**config.mk**
```make
export PLATFORM = sky130hd
export DESIGN_NAME = uart_rx_fifo
export DESIGN_NICKNAME = d
export VERILOG_FILES = /design/src/rtl/uart_rx_fifo_pkg.sv /design/src/rtl/uart_fifo_ram.sv /design/src/rtl/uart_rx_fifo.sv
export SDC_FILE = /design/constraint.sdc
export NUM_CORES = 1
export LEC_CHECK = 0
export ABC_AREA = 1
export ABC_CLOCK_PERIOD_IN_PS = 2000
export CORE_UTILIZATION = 42
export DETAILED_ROUTE_END_ITERATION = 6
export PLACE_DENSITY_LB_ADDON = 0.25
export SYNTH_ARGS = -nofsm -noshare
export SYNTH_HDL_FRONTEND = slang
export SYNTH_SLANG_ARGS = --single-unit
```
**constraint.sdc**
```tcl
create_clock -name sysclk -period 2 [get_ports sysclk]
set_input_delay 0.2 -clock sysclk [delete_from_list [all_inputs] [get_ports sysclk]]
set_output_delay 0.2 -clock sysclk [all_outputs]
set_load 0.02 [all_outputs]
```
**src/rtl/uart_rx_fifo_pkg.sv**
```systemverilog
// ============================================================================
// Module   : uart_rx_fifo_pkg
// Purpose  : Shared constants for the UART receive FIFO. It also supplies
//            default values for the byte-width and depth macros when the UART
//            parameter header has not already defined them.
// Macros   : DATA_WIDTH     (default 8)  - received byte width
//            RX_FIFO_DEPTH  (default 16) - default receive FIFO depth
// Revision : 1.0 - initial release
// ============================================================================
`default_nettype none

`ifndef DATA_WIDTH
`define DATA_WIDTH 8
`endif

`ifndef RX_FIFO_DEPTH
`define RX_FIFO_DEPTH 16
`endif

package uart_rx_fifo_pkg;

  // Width and saturation ceiling of the optional dropped-byte counter
  localparam int unsigned DROP_CNT_W   = 8;
  localparam logic [DROP_CNT_W-1:0] DROP_CNT_MAX = {DROP_CNT_W{1'b1}};

endpackage : uart_rx_fifo_pkg

`default_nettype wire

```
**src/rtl/uart_fifo_ram.sv**
```systemverilog
// ============================================================================
// Module   : uart_fifo_ram
// Purpose  : DEPTH x DATA_WIDTH simple dual-port storage for the UART FIFOs.
//            Synchronous write and asynchronous read. The storage array has
//            no reset, so it can map onto distributed RAM.
// Ports    : clk_i    - write clock (posedge)
//            we_i     - write enable
//            waddr_i  - write address
//            wdata_i  - write data
//            raddr_i  - read address
//            rdata_o  - read data, combinational from raddr_i
// Revision : 1.0 - initial release
// ============================================================================
`default_nettype none

module uart_fifo_ram #(
  parameter  int unsigned DEPTH      = 16,
  parameter  int unsigned DATA_WIDTH = 8,
  localparam int unsigned AW         = $clog2(DEPTH)
) (
  input  logic                  clk_i,
  input  logic                  we_i,
  input  logic [AW-1:0]         waddr_i,
  input  logic [DATA_WIDTH-1:0] wdata_i,
  input  logic [AW-1:0]         raddr_i,
  output logic [DATA_WIDTH-1:0] rdata_o
);

  logic [DATA_WIDTH-1:0] mem_q [DEPTH];

  always_ff @(posedge clk_i) begin
    if (we_i) begin
      mem_q[waddr_i] <= wdata_i;
    end
  end

  assign rdata_o = mem_q[raddr_i];

endmodule : uart_fifo_ram

`default_nettype wire

```
**src/rtl/uart_rx_fifo.sv**
```systemverilog
// ============================================================================
// Module   : uart_rx_fifo
// Purpose  : Receive buffer behind the UART receiver. Each rising edge of the
//            receiver's done flag captures one byte into a circular FIFO; the
//            head byte is offered show-ahead over valid/ready. A sticky flag
//            records bytes dropped because the FIFO was full.
// Macro    : RX_FIFO_STATS_EN - when defined, adds o_drop_cnt, a saturating
//            count of dropped bytes cleared by i_clr_ovf.
// Ports    : sysclk      - system clock (posedge)
//            rst_n       - synchronous reset, active-low
//            i_rx_d      - receiver byte-done flag (may stay high >1 cycle)
//            i_rx_byte   - received byte, stable while i_rx_d is high
//            o_data      - head-of-FIFO byte, zero when empty
//            o_valid     - FIFO non-empty
//            i_ready     - consumer takes o_data this cycle
//            o_level     - number of entries held, 0..DEPTH
//            o_full      - o_level == DEPTH
//            o_overflow  - sticky: a byte was dropped while full
//            i_clr_ovf   - clears o_overflow (and o_drop_cnt)
//            o_drop_cnt  - dropped-byte count, saturating (stats build only)
// Revision : 1.0 - initial release
// ============================================================================
`default_nettype none

module uart_rx_fifo
  import uart_rx_fifo_pkg::*;
#(
  parameter  int unsigned DEPTH      = `RX_FIFO_DEPTH,
  parameter  int unsigned DATA_WIDTH = `DATA_WIDTH,
  localparam int unsigned AW         = $clog2(DEPTH)
) (
  input  logic                  sysclk,
  input  logic                  rst_n,
  input  logic                  i_rx_d,
  input  logic [DATA_WIDTH-1:0] i_rx_byte,
  output logic [DATA_WIDTH-1:0] o_data,
  output logic                  o_valid,
  input  logic                  i_ready,
  output logic [AW:0]           o_level,
  output logic                  o_full,
  output logic                  o_overflow,
  input  logic                  i_clr_ovf
`ifdef RX_FIFO_STATS_EN
  ,
  output logic [DROP_CNT_W-1:0] o_drop_cnt
`endif
);

  localparam logic [AW:0] LEVEL_FULL = (AW+1)'(DEPTH);

  logic [AW-1:0]         wr_ptr_q, wr_ptr_d;
  logic [AW-1:0]         rd_ptr_q, rd_ptr_d;
  logic [AW:0]           level_q,  level_d;
  logic                  rx_d_q;
  logic                  ovf_q,    ovf_d;
  logic                  push_ev;
  logic                  pop;
  logic                  wr_en;
  logic                  drop;
  logic [DATA_WIDTH-1:0] rd_data;

  // One push per done pulse regardless of its length
  assign push_ev = i_rx_d & ~rx_d_q;
  assign o_valid = (level_q != '0);
  assign o_full  = (level_q == LEVEL_FULL);
  assign pop     = o_valid & i_ready;
  // When full, a simultaneous pop frees the slot the push needs
  assign wr_en   = push_ev & (~o_full | pop);
  assign drop    = push_ev & o_full & ~pop;

  always_comb begin
    wr_ptr_d = wr_ptr_q;
    rd_ptr_d = rd_ptr_q;
    level_d  = level_q;
    ovf_d    = ovf_q;
    if (wr_en) begin
      wr_ptr_d = wr_ptr_q + AW'(1);
    end
    if (pop) begin
      rd_ptr_d = rd_ptr_q + AW'(1);
    end
    case ({wr_en, pop})
      2'b10:   level_d = level_q + (AW+1)'(1);
      2'b01:   level_d = level_q - (AW+1)'(1);
      default: level_d = level_q;
    endcase
    // A new drop outranks a coincident clear
    if (drop) begin
      ovf_d = 1'b1;
    end else if (i_clr_ovf) begin
      ovf_d = 1'b0;
    end
  end

  always_ff @(posedge sysclk) begin
    if (!rst_n) begin
      wr_ptr_q <= '0;
      rd_ptr_q <= '0;
      level_q  <= '0;
      // Held high through reset so a flag already high at release is ignored
      rx_d_q   <= 1'b1;
      ovf_q    <= 1'b0;
    end else begin
      wr_ptr_q <= wr_ptr_d;
      rd_ptr_q <= rd_ptr_d;
      level_q  <= level_d;
      rx_d_q   <= i_rx_d;
      ovf_q    <= ovf_d;
    end
  end

  uart_fifo_ram #(
    .DEPTH      (DEPTH),
    .DATA_WIDTH (DATA_WIDTH)
  ) u_ram (
    .clk_i   (sysclk),
    .we_i    (wr_en),
    .waddr_i (wr_ptr_q),
    .wdata_i (i_rx_byte),
    .raddr_i (rd_ptr_q),
    .rdata_o (rd_data)
  );

  // Storage is not reset; masking keeps stale contents off the port when empty
  assign o_data     = o_valid ? rd_data : '0;
  assign o_level    = level_q;
  assign o_overflow = ovf_q;

`ifdef RX_FIFO_STATS_EN
  logic [DROP_CNT_W-1:0] drop_cnt_q, drop_cnt_d;

  always_comb begin
    drop_cnt_d = drop_cnt_q;
    if (i_clr_ovf) begin
      drop_cnt_d = drop ? DROP_CNT_W'(1) : '0;
    end else if (drop && (drop_cnt_q != DROP_CNT_MAX)) begin
      drop_cnt_d = drop_cnt_q + DROP_CNT_W'(1);
    end
  end

  always_ff @(posedge sysclk) begin
    if (!rst_n) begin
      drop_cnt_q <= '0;
    end else begin
      drop_cnt_q <= drop_cnt_d;
    end
  end

  assign o_drop_cnt = drop_cnt_q;
`endif

endmodule : uart_rx_fifo

`default_nettype wire
```
# Word-level counts from Yosys, hierarchy flattened
# Memories as Yosys holds them, arrays and structs flattened. A register that Yosys moved wholly into a read port is not among the register bits.
# Index checks and enable logic that the tools add are counted.
[totals] regBits=15 mem_bits_rw=128 in_bits=13 output_inout_bits=16 word_cells=33 memories=1
[memory_table] memory="u_ram.mem_q" depth=16 word_bits=8 rd=1 rd_ports_with_merged_regs=1 wr=1 line="uart_fifo_ram.sv:29" source="logic [DATA_WIDTH-1:0] mem_q [DEPTH];"
[op_classes] addsub=4 n_eq_ne=3 muxes=8 n_bitwise=9 n_reduce_logical=3
[op_table] operator="5-bit one-hot mux with 2 select lines" count=1
[op_table] operator="4-bit by 1-bit adder with 4-bit output (second input constant)" count=2
[op_table] operator="4-bit 2-to-1 mux" count=2
[op_table] operator="8-bit 2-to-1 mux" count=1
[op_table] operator="5-bit by 1-bit adder with 5-bit output (second input constant)" count=1
[op_table] operator="1-bit AND" count=5
[op_table] operator="5-bit equality test (second input constant)" count=1
[op_table] operator="5-bit nonzero test" count=1
[op_table] operator="5-bit by 1-bit subtractor with 5-bit output (second input constant)" count=1
[op_table] operator="1-bit 2-to-1 mux" count=4
[op_table] operator="2-bit nonzero test" count=2
[op_table] operator="1-bit NOT" count=3
[op_table] operator="2-bit by 1-bit equality test with 1-bit output (second input constant)" count=1
[op_table] operator="2-bit equality test (second input constant)" count=1
[op_table] operator="1-bit OR" count=1

# Depth between registers and ports, before layout
# Gate-level depths: netlist of run 1.
[depth] depth_word=6 depth_mapped=15 ltp_nobuf=15

# Hierarchy
# From an unflattened synthesis of run 1, not the netlist that was laid out.
[unflattened] hier_cells=686 hier_area_um2=6566.3
[modules_own_cells] module="uart_fifo_ram" instances=1 cells_per_inst=543 area_per_inst_um2=5606.6 seq_area_each_um2=3843.7
[modules_own_cells] module="uart_rx_fifo" instances=1 cells_per_inst=143 area_per_inst_um2=959.7 seq_area_each_um2=300.3

# Least setup slack after synthesis of run 1
# No wires, ideal clock.
[synth_path] kind="register to register" from="register level_q[0], in the netlist o_level[0]" to="memory u_ram.mem_q[3][0] (enable)" setup_ps=370 arrival_ps=1598 required_time_ps=1630 path_slack_ps=31 path_stages_with_launch=9 n_path_buf=0 synth_period_minus_slack_ps=1969 path_cell_list="dfxtp_1 nor2_2 nand2_2 nor2_4 a21oi_4 inv_2 nor2_1 nand2_1 nor2_1"
[synth_between] elab_chain_len=6 word_cells_on_any_way=8 classes_between="eq/ne: 1; mux: 2; bitwise: 4; reduce/logical: 1"
[synth_rtl] item="start, declared" line="uart_rx_fifo.sv:53" source="logic [AW:0] level_q, level_d;"
[synth_rtl] item="start signal, assigned" line="uart_rx_fifo.sv:106" source="level_q <= level_d;"
[synth_rtl] item="5-bit equality test" line="uart_rx_fifo.sv:65" source="assign o_full = (level_q == LEVEL_FULL);"
[synth_rtl] item="named net o_full" line="uart_rx_fifo.sv:40" source="output logic o_full,"
[synth_rtl] item="1-bit NOT" line="uart_rx_fifo.sv:68" source="assign wr_en = push_ev & (~o_full | pop);"
[synth_rtl] item="1-bit OR" line="uart_rx_fifo.sv:68"
[synth_rtl] item="1-bit AND" line="uart_rx_fifo.sv:68"
[synth_rtl] item="1-bit 2-to-1 mux" line="uart_fifo_ram.sv:32" source="if (we_i) begin"
[synth_rtl] item="1-bit 2-to-1 mux (not written as such)" line="uart_fifo_ram.sv:33" source="mem_q[waddr_i] <= wdata_i;"
[synth_rtl] item="end, declared" line="uart_fifo_ram.sv:29"
# The timed path passes the listed nets, and every way through them passes these cells.

==> flow_metrics.env, run 1 <==
export IMPL_setup_tns_ns=-0.390
export IMPL_core_sq_mm=0.0139
export IMPL_fillers=1185
export IMPL_max_stage_delay_ns=0.42
export IMPL_worst_pin_slew_ns=0.651
export IMPL_netlist_area_sq_mm=0.00603
export IMPL_synthCells=502
export IMPL_rr_startpoint="o_level[3]"
export IMPL_reg2reg_to="o_level[4]"
export IMPL_drive_gt1_share_pct=21.4
export IMPL_ys_seq_area_share_pct=70.0
export IMPL_hold_buffers=0
export IMPL_vias_per_cell=5.44
export IMPL_first_pass_iters=5
export IMPL_synthFlopType="edfxtp_1"
export IMPL_relSlewSlack_pct=56.5
export IMPL_clkSinkCount=147
export IMPL_ir_drop_v=0.000667
export IMPL_synth_cell_types=32
export IMPL_syn_area_per_cell_sq_um=12.0
export IMPL_yosys_register_bits=147
export IMPL_top_layer="met4"
export IMPL_failed_checks="negative setup slack"
export IMPL_drc=0
export IMPL_p_leak_nw=2.72
export IMPL_hold_path_class="in -> reg"
export IMPL_areaGrowthSynthToFinish_pct=26.4
export IMPL_die_h_um=122
export IMPL_numPortBuffers=28
export IMPL_clkTransAtPathRegs_ns=0.06
export IMPL_die_w_um=122
export IMPL_period_needed_ns=2.12
export IMPL_layout_commonest_cell="edfxtp_1"
export IMPL_dieArea_sq_mm=0.0148
export IMPL_outcome="finished with violations"
export IMPL_cp_max_fo=13
export IMPL_holdPathEnd="o_overflow"
export IMPL_arrival_ns=1.92
export IMPL_crit_required_ns=1.80
export IMPL_setup_viol=7
export IMPL_grt_pass1_vias=4048
export IMPL_rrSetupSlack_ns=0.17
export IMPL_wl_met1_mm=6.52
export IMPL_wl_met2_mm=6.96
export IMPL_nNetsFinal=605
export IMPL_vias=4227
export IMPL_hold_viol=0
export IMPL_rows=43
export IMPL_crit_path_start_kind="flip-flop"
export IMPL_cp_common_cell="buf_4"
export IMPL_holdPathStages=4
export IMPL_pwr_density_cell_mw_per_mm2=1180
export IMPL_postRouteAntennaNets=0
export IMPL_io_pins=29
export IMPL_antenna_found_initial=0
export IMPL_cp_slowest_cell="dfxtp_4"
export IMPL_globalplace_congestion=0.828
export IMPL_yosysWarnings=0
export IMPL_dp_hpwl_mm=9.60
export IMPL_cts_made_buffers=17
export IMPL_fin_crit_sh_pct=106
export IMPL_skew_ns=0.0116
export IMPL_hold_ws_ns=0.424
export IMPL_crit_type="reg -> out"
export IMPL_rsz0062_at_grt="yes"
export IMPL_final_cell_mix="edfxtp_1, nor2_1, o21ai_0"
export IMPL_grt_pass1_wl_mm=22.7
export IMPL_min_from="i_clr_ovf"
export IMPL_drv_cap=0
export IMPL_cts_buffer_depth=2
export IMPL_setup_slack_ns=-0.119
export IMPL_synth_edf_count=128
export IMPL_grt_max_degree=28
export IMPL_cts_root_buf="clkbuf_16"
export IMPL_postRouteWirelength_mm=14.7
export IMPL_globalRouteOverflowTotal=0
export IMPL_drt_iter0_drc=458
export IMPL_h_tree_depth=4
export IMPL_wl_met3_um=802
export IMPL_post_drt_wl_per_cell_um=19.0
export IMPL_worst_setup_path_end_kind="output pin"
export IMPL_worstPathCellList="buf_4 > clkbuf_16 > o21ai_0 > o22ai_1 > o21ai_1 > a21oi_1 > buf_4"
export IMPL_syn_nets=522
export IMPL_max_freq_mhz=472
export IMPL_initial_utilization_pct=43.3
export IMPL_n_antenna_cell=0
export IMPL_clock_latency_ns=0.42
export IMPL_cts_tree="yes"
export IMPL_maxSlewViolCount=0
export IMPL_grt_total_usage_pct=21.3
export IMPL_ff2ff_path_depth=10
export IMPL_async_reset_ff_share_pct=0
export IMPL_critPathTopFamily="compound AO/OA/AOI/OAI gates"
export IMPL_cp_buffers_inverters=3
flip-flops by register name, indices dropped and copies added (netlist names), named ones only:
register,count
u_ram.mem_q,128
o_level,5
rd_ptr_q,4
wr_ptr_q,4
o_overflow,1
rx_d_q,1
metrics by stage:
| step | utilization (%) | worst slack, ns | cells | power [mW] | area [sq um] |
|---|---|---|---|---|---|
| 6_report | 54.7 | -0.119 | 777 | 8.98 | 7630 |
| 3_5_place_dp | 50.1 | -0.179 | 743 | 6.15 | 6980 |
| 5_1_grt | 54.7 | -0.159 | 777 | 9.42 | 7630 |
| 2_1_floorplan | - | 0.0313 | 502 | 5.01 | 6030 |
| 4_1_cts | 53.7 | -0.0867 | 774 | 8.83 | 7490 |
| 3_3_place_gp | 50.1 | -0.144 | 743 | 6.10 | 6980 |
cell usage after synthesis, types with 2 or more instances:
library cell  number  area, sq um
nor2_1            97          364
inv_2              5         18.8
clkbuf_1          11         41.3
dfxtp_1           19          380
inv_1             28          105
nand4_1            4         25.0
nor2_2             4         25.0
a21oi_1           16         80.1
o21ai_0           72          360
o221ai_1          26          228
nand3_1           18         90.1
o22ai_1            6         37.5
or2_2              2         12.5
ha_1               7         87.6
buf_2             11         55.1
o21ai_1            2         10.0
nand2_2            4         25.0
nand2_1           29          109
edfxtp_1         128         3840
worst min-delay path: cells and delay by family:
kind | cells | cell delay (ns)
and+or+nand+nor | 1 | 0.05
buffers and inverters | 2 | 0.48
AOI/OAI and AO/OA | 1 | 0.06
layout make-up:
class / instances / area (sq um) / share of cell area (%)
flip-flops and latches: 147 / 4230 / 55.4
multi-input cells: 298 / 1640 / 21.5
repair buffers: 88 / 913 / 12.0
clock buffers: 23 / 448 / 5.87
well taps: 180 / 225 / 2.95
inverters: 33 / 134 / 1.76
clock inverters: 8 / 38.8 / 0.509
worst max path at each step:
| stage | endpoint | slack [ns] | cells past startpoint |
|---|---|---|---|
| 2_1_floorplan | u_ram.mem_q[3][0] | 0.03 | 8 |
| 4_1_cts | o_data[1] | -0.09 | 6 |
| 6_report | o_data[7] | -0.12 | 7 |
| 3_3_place_gp | o_data[1] | -0.14 | 6 |
| 3_5_place_dp | o_data[1] | -0.18 | 6 |
| 5_1_grt | o_data[7] | -0.16 | 7 |
repair_timing:
| item | 4_1_cts | 5_1_grt |
|---|---|---|
| endpoints found under the hold margin | 0 | 0 |
| resized for setup | 62 | 29 |
| pin swaps | 3 | 6 |
| gates cloned | 0 | 1 |
| endpoints found under the setup margin | 9 | 8 |
| buffers inserted | 0 | 2 |
report_power, final:
group          internal [mW]  leakage [nW]  total (mW)  switching [mW]
logic                   1.21          1.18        2.82            1.61
clock network           1.55         0.237        2.65            1.10
registers               3.42          1.31        3.51          0.0892
total                   6.18          2.72        8.98            2.80
layer usage:
layer  vias to the layer above  GRT usage (%)
li1                       1997              -
met1                      2061           27.9
met2                       132           32.8
met3                        37           5.71
met4                         0           10.0
met5                         -              0
kinds of logic (layout without fill, tap and decap cells):
kind of cell | Yosys count | count (layout) | synth area share [%]
adder cells (fa/ha/maj) | 7 | 7 | 1.45
AND/OR/NAND/NOR | 164 | 164 | 11.9
flip-flops | 147 | 147 | 70.0
XOR/XNOR | 1 | 1 | 0.145
AO/OA/AOI/OAI | 126 | 126 | 12.6
buffers and inverters | 57 | 152 | 3.86
Note: power is estimated with default switching activity, not from simulation.
==> run 2: changes to the inputs <==
- SLEW_MARGIN: not set -> 20
==> results of run 2 <==
Same layout as run 1: the final DEF is identical, and so are final timing and power.
==> run 3: changes to the inputs <==
- SETUP_SLACK_MARGIN: not set -> 0.02
==> run 3 against run 2 <==
Critical endpoint unchanged. Critical path type unchanged. Via count is 0.71% higher. First-iteration DRC count unchanged. The flow still finishes with violations (negative setup slack). Die area did not move.
==> flow_metrics.env, run 3 (synthesized netlist as in run 1, its figures left out) <==
export IMPL_initial_utilization_pct=43.3
export IMPL_io_pins=29
export IMPL_grt_pass1_wl_mm=22.7
export IMPL_ir_drop_v=0.000667
export IMPL_rsz0062_at_grt="yes"
export IMPL_grt_pass1_vias=4048
export IMPL_hold_buffers=0
export IMPL_worst_pin_slew_ns=0.655
export IMPL_areaGrowthSynthToFinish_pct=26.5
export IMPL_vias=4257
export IMPL_antenna_found_initial=0
export IMPL_globalRouteOverflowTotal=0
export IMPL_postRouteAntennaNets=0
export IMPL_drc=0
export IMPL_worstPathCellList="buf_4 > clkbuf_16 > o21ai_0 > o22ai_1 > o21ai_1 > a21oi_1 > buf_4"
export IMPL_postRouteWirelength_mm=14.7
export IMPL_largest_register_ff_count=128
export IMPL_hold_viol=0
export IMPL_cts_buffer_depth=2
export IMPL_critPathTopFamily="compound AO/OA/AOI/OAI gates"
export IMPL_arrival_ns=1.93
export IMPL_power_share_clock_pct=29.5
export IMPL_cts_tree="yes"
export IMPL_setup_viol=7
export IMPL_h_tree_depth=4
export IMPL_cts_root_buf="clkbuf_16"
export IMPL_dp_hpwl_mm=9.60
export IMPL_placed_area_sq_mm=0.00698
export IMPL_nNetsFinal=605
export IMPL_numPortBuffers=28
export IMPL_crit_path_start_kind="flip-flop"
export IMPL_crit_required_ns=1.80
export IMPL_core_sq_mm=0.0139
export IMPL_drv_cap=0
export IMPL_period_needed_ns=2.13
export IMPL_p_leak_nw=2.72
export IMPL_final_cell_mix="edfxtp_1, nor2_1, o21ai_0"
export IMPL_relSlewSlack_pct=56.2
export IMPL_seqPwrFrac_pct=39.1
export IMPL_switching_share_pct=31.3
export IMPL_drive_gt1_share_pct=21.4
export IMPL_fin_crit_sh_pct=107
export IMPL_setup_slack_ns=-0.134
export IMPL_max_freq_mhz=469
export IMPL_pwr_density_cell_mw_per_mm2=1180
export IMPL_first_pass_iters=5
export IMPL_worst_setup_path_end_kind="output pin"
export IMPL_die_w_um=122
export IMPL_skew_ns=0.0103
export IMPL_layout_commonest_cell="edfxtp_1"
export IMPL_vias_per_cell=5.48
export IMPL_cp_buffers_inverters=3
export IMPL_failed_checks="negative setup slack"
export IMPL_grt_total_usage_pct=21.3
export IMPL_n_antenna_cell=0
export IMPL_cts_made_buffers=17
export IMPL_clkSinkCount=147
export IMPL_globalplace_congestion=0.828
export IMPL_grt_max_degree=28
export IMPL_hold_ws_ns=0.422
export IMPL_dieArea_sq_mm=0.0148
export IMPL_outcome="finished with violations"
export IMPL_max_stage_delay_ns=0.42
export IMPL_pre_cts_ws_ns=-0.179
export IMPL_cp_max_fo=13
export IMPL_post_route_util_pct=54.8
export IMPL_p_comb_share_pct=31.4
export IMPL_fillers=1184
export IMPL_power_switching_mw=2.81
export IMPL_clock_latency_ns=0.42
export IMPL_crit_type="reg -> out"
export IMPL_cp_common_cell="buf_4"
export IMPL_hold_path_class="in -> reg"
export IMPL_p_int_mw=6.18
export IMPL_drt_iter0_drc=458
export IMPL_total_power_mw=8.99
export IMPL_cp_slowest_cell="dfxtp_4"
export IMPL_regMostFlops="u_ram.mem_q"
export IMPL_rows=43
export IMPL_die_h_um=122
export IMPL_stdcell_area_sq_mm=0.00763
export IMPL_maxSlewViolCount=0
export IMPL_post_drt_wl_per_cell_um=18.9
export IMPL_clkTransAtPathRegs_ns=0.06
==> run 3: changes by cell type in the layout (fill, tap and decap cells not counted) <==
cell	previous run	this run
nor2_2	4	3
nor2_4	1	2
==> run 3: power groups by stage <==
stage | logic (mW) | registers, mW | clock network, mW
global placement | 2.55 | 3.55 | 0
global route | 3.07 | 3.52 | 2.84
finish | 2.82 | 3.52 | 2.66
detailed placement | 2.60 | 3.55 | 0
floorplan | 1.43 | 3.58 | 0
CTS | 2.62 | 3.50 | 2.71
==> run 3: layout make-up <==
type	instances	area (sq um)	area share [%]
clock buffers	23	448	5.87
clock inverters	8	38.8	0.508
inverters	33	134	1.75
multi-input cells	298	1640	21.5
flip-flops and latches	147	4230	55.4
well taps	180	225	2.95
repair buffers	88	913	12.0
==> run 3: final timing paths <==
check	startpoint	to	slack [ns]	cells after the start
setup / recovery	flip-flop	o_data[7]	-0.13	7
hold / removal	i_clr_ovf	o_overflow	0.42	4
setup reg to reg	o_level[1]	o_level[4]	0.20	10
hold reg to reg	o_overflow	o_overflow	0.48	2
==> run 3: worst min-delay path: cells and delay by family <==
kind,cells,cell delay (ns)
buffers and inverters,2,0.48
AOI/OAI and AO/OA,1,0.06
and+or+nand+nor,1,0.05
==> run 3: per-stage QoR <==
step,std cells,TNS [ns]
2_1_floorplan,502,0
3_3_place_gp,743,-0.756
3_5_place_dp,743,-1.08
4_1_cts,774,-0.256
5_1_grt,777,-1.01
6_report,777,-0.387
==> run 3: layer usage <==
layer / vias up / wire length [um] / track usage (%)
li1: 1995 / - / -
met4: 0 / 484 / 10.0
met1: 2083 / 6520 / 27.9
met3: 39 / 800 / 5.71
met2: 140 / 6910 / 32.8
met5: - / 0 / 0
==> run 3: repair_timing <==
item | CTS | global route
gates cloned | 0 | 1
gates resized for setup | 63 | 29
setup endpoints to repair | 9 | 9
pin swaps | 4 | 6
endpoints found under the hold margin | 0 | 0
buffers inserted | 0 | 2
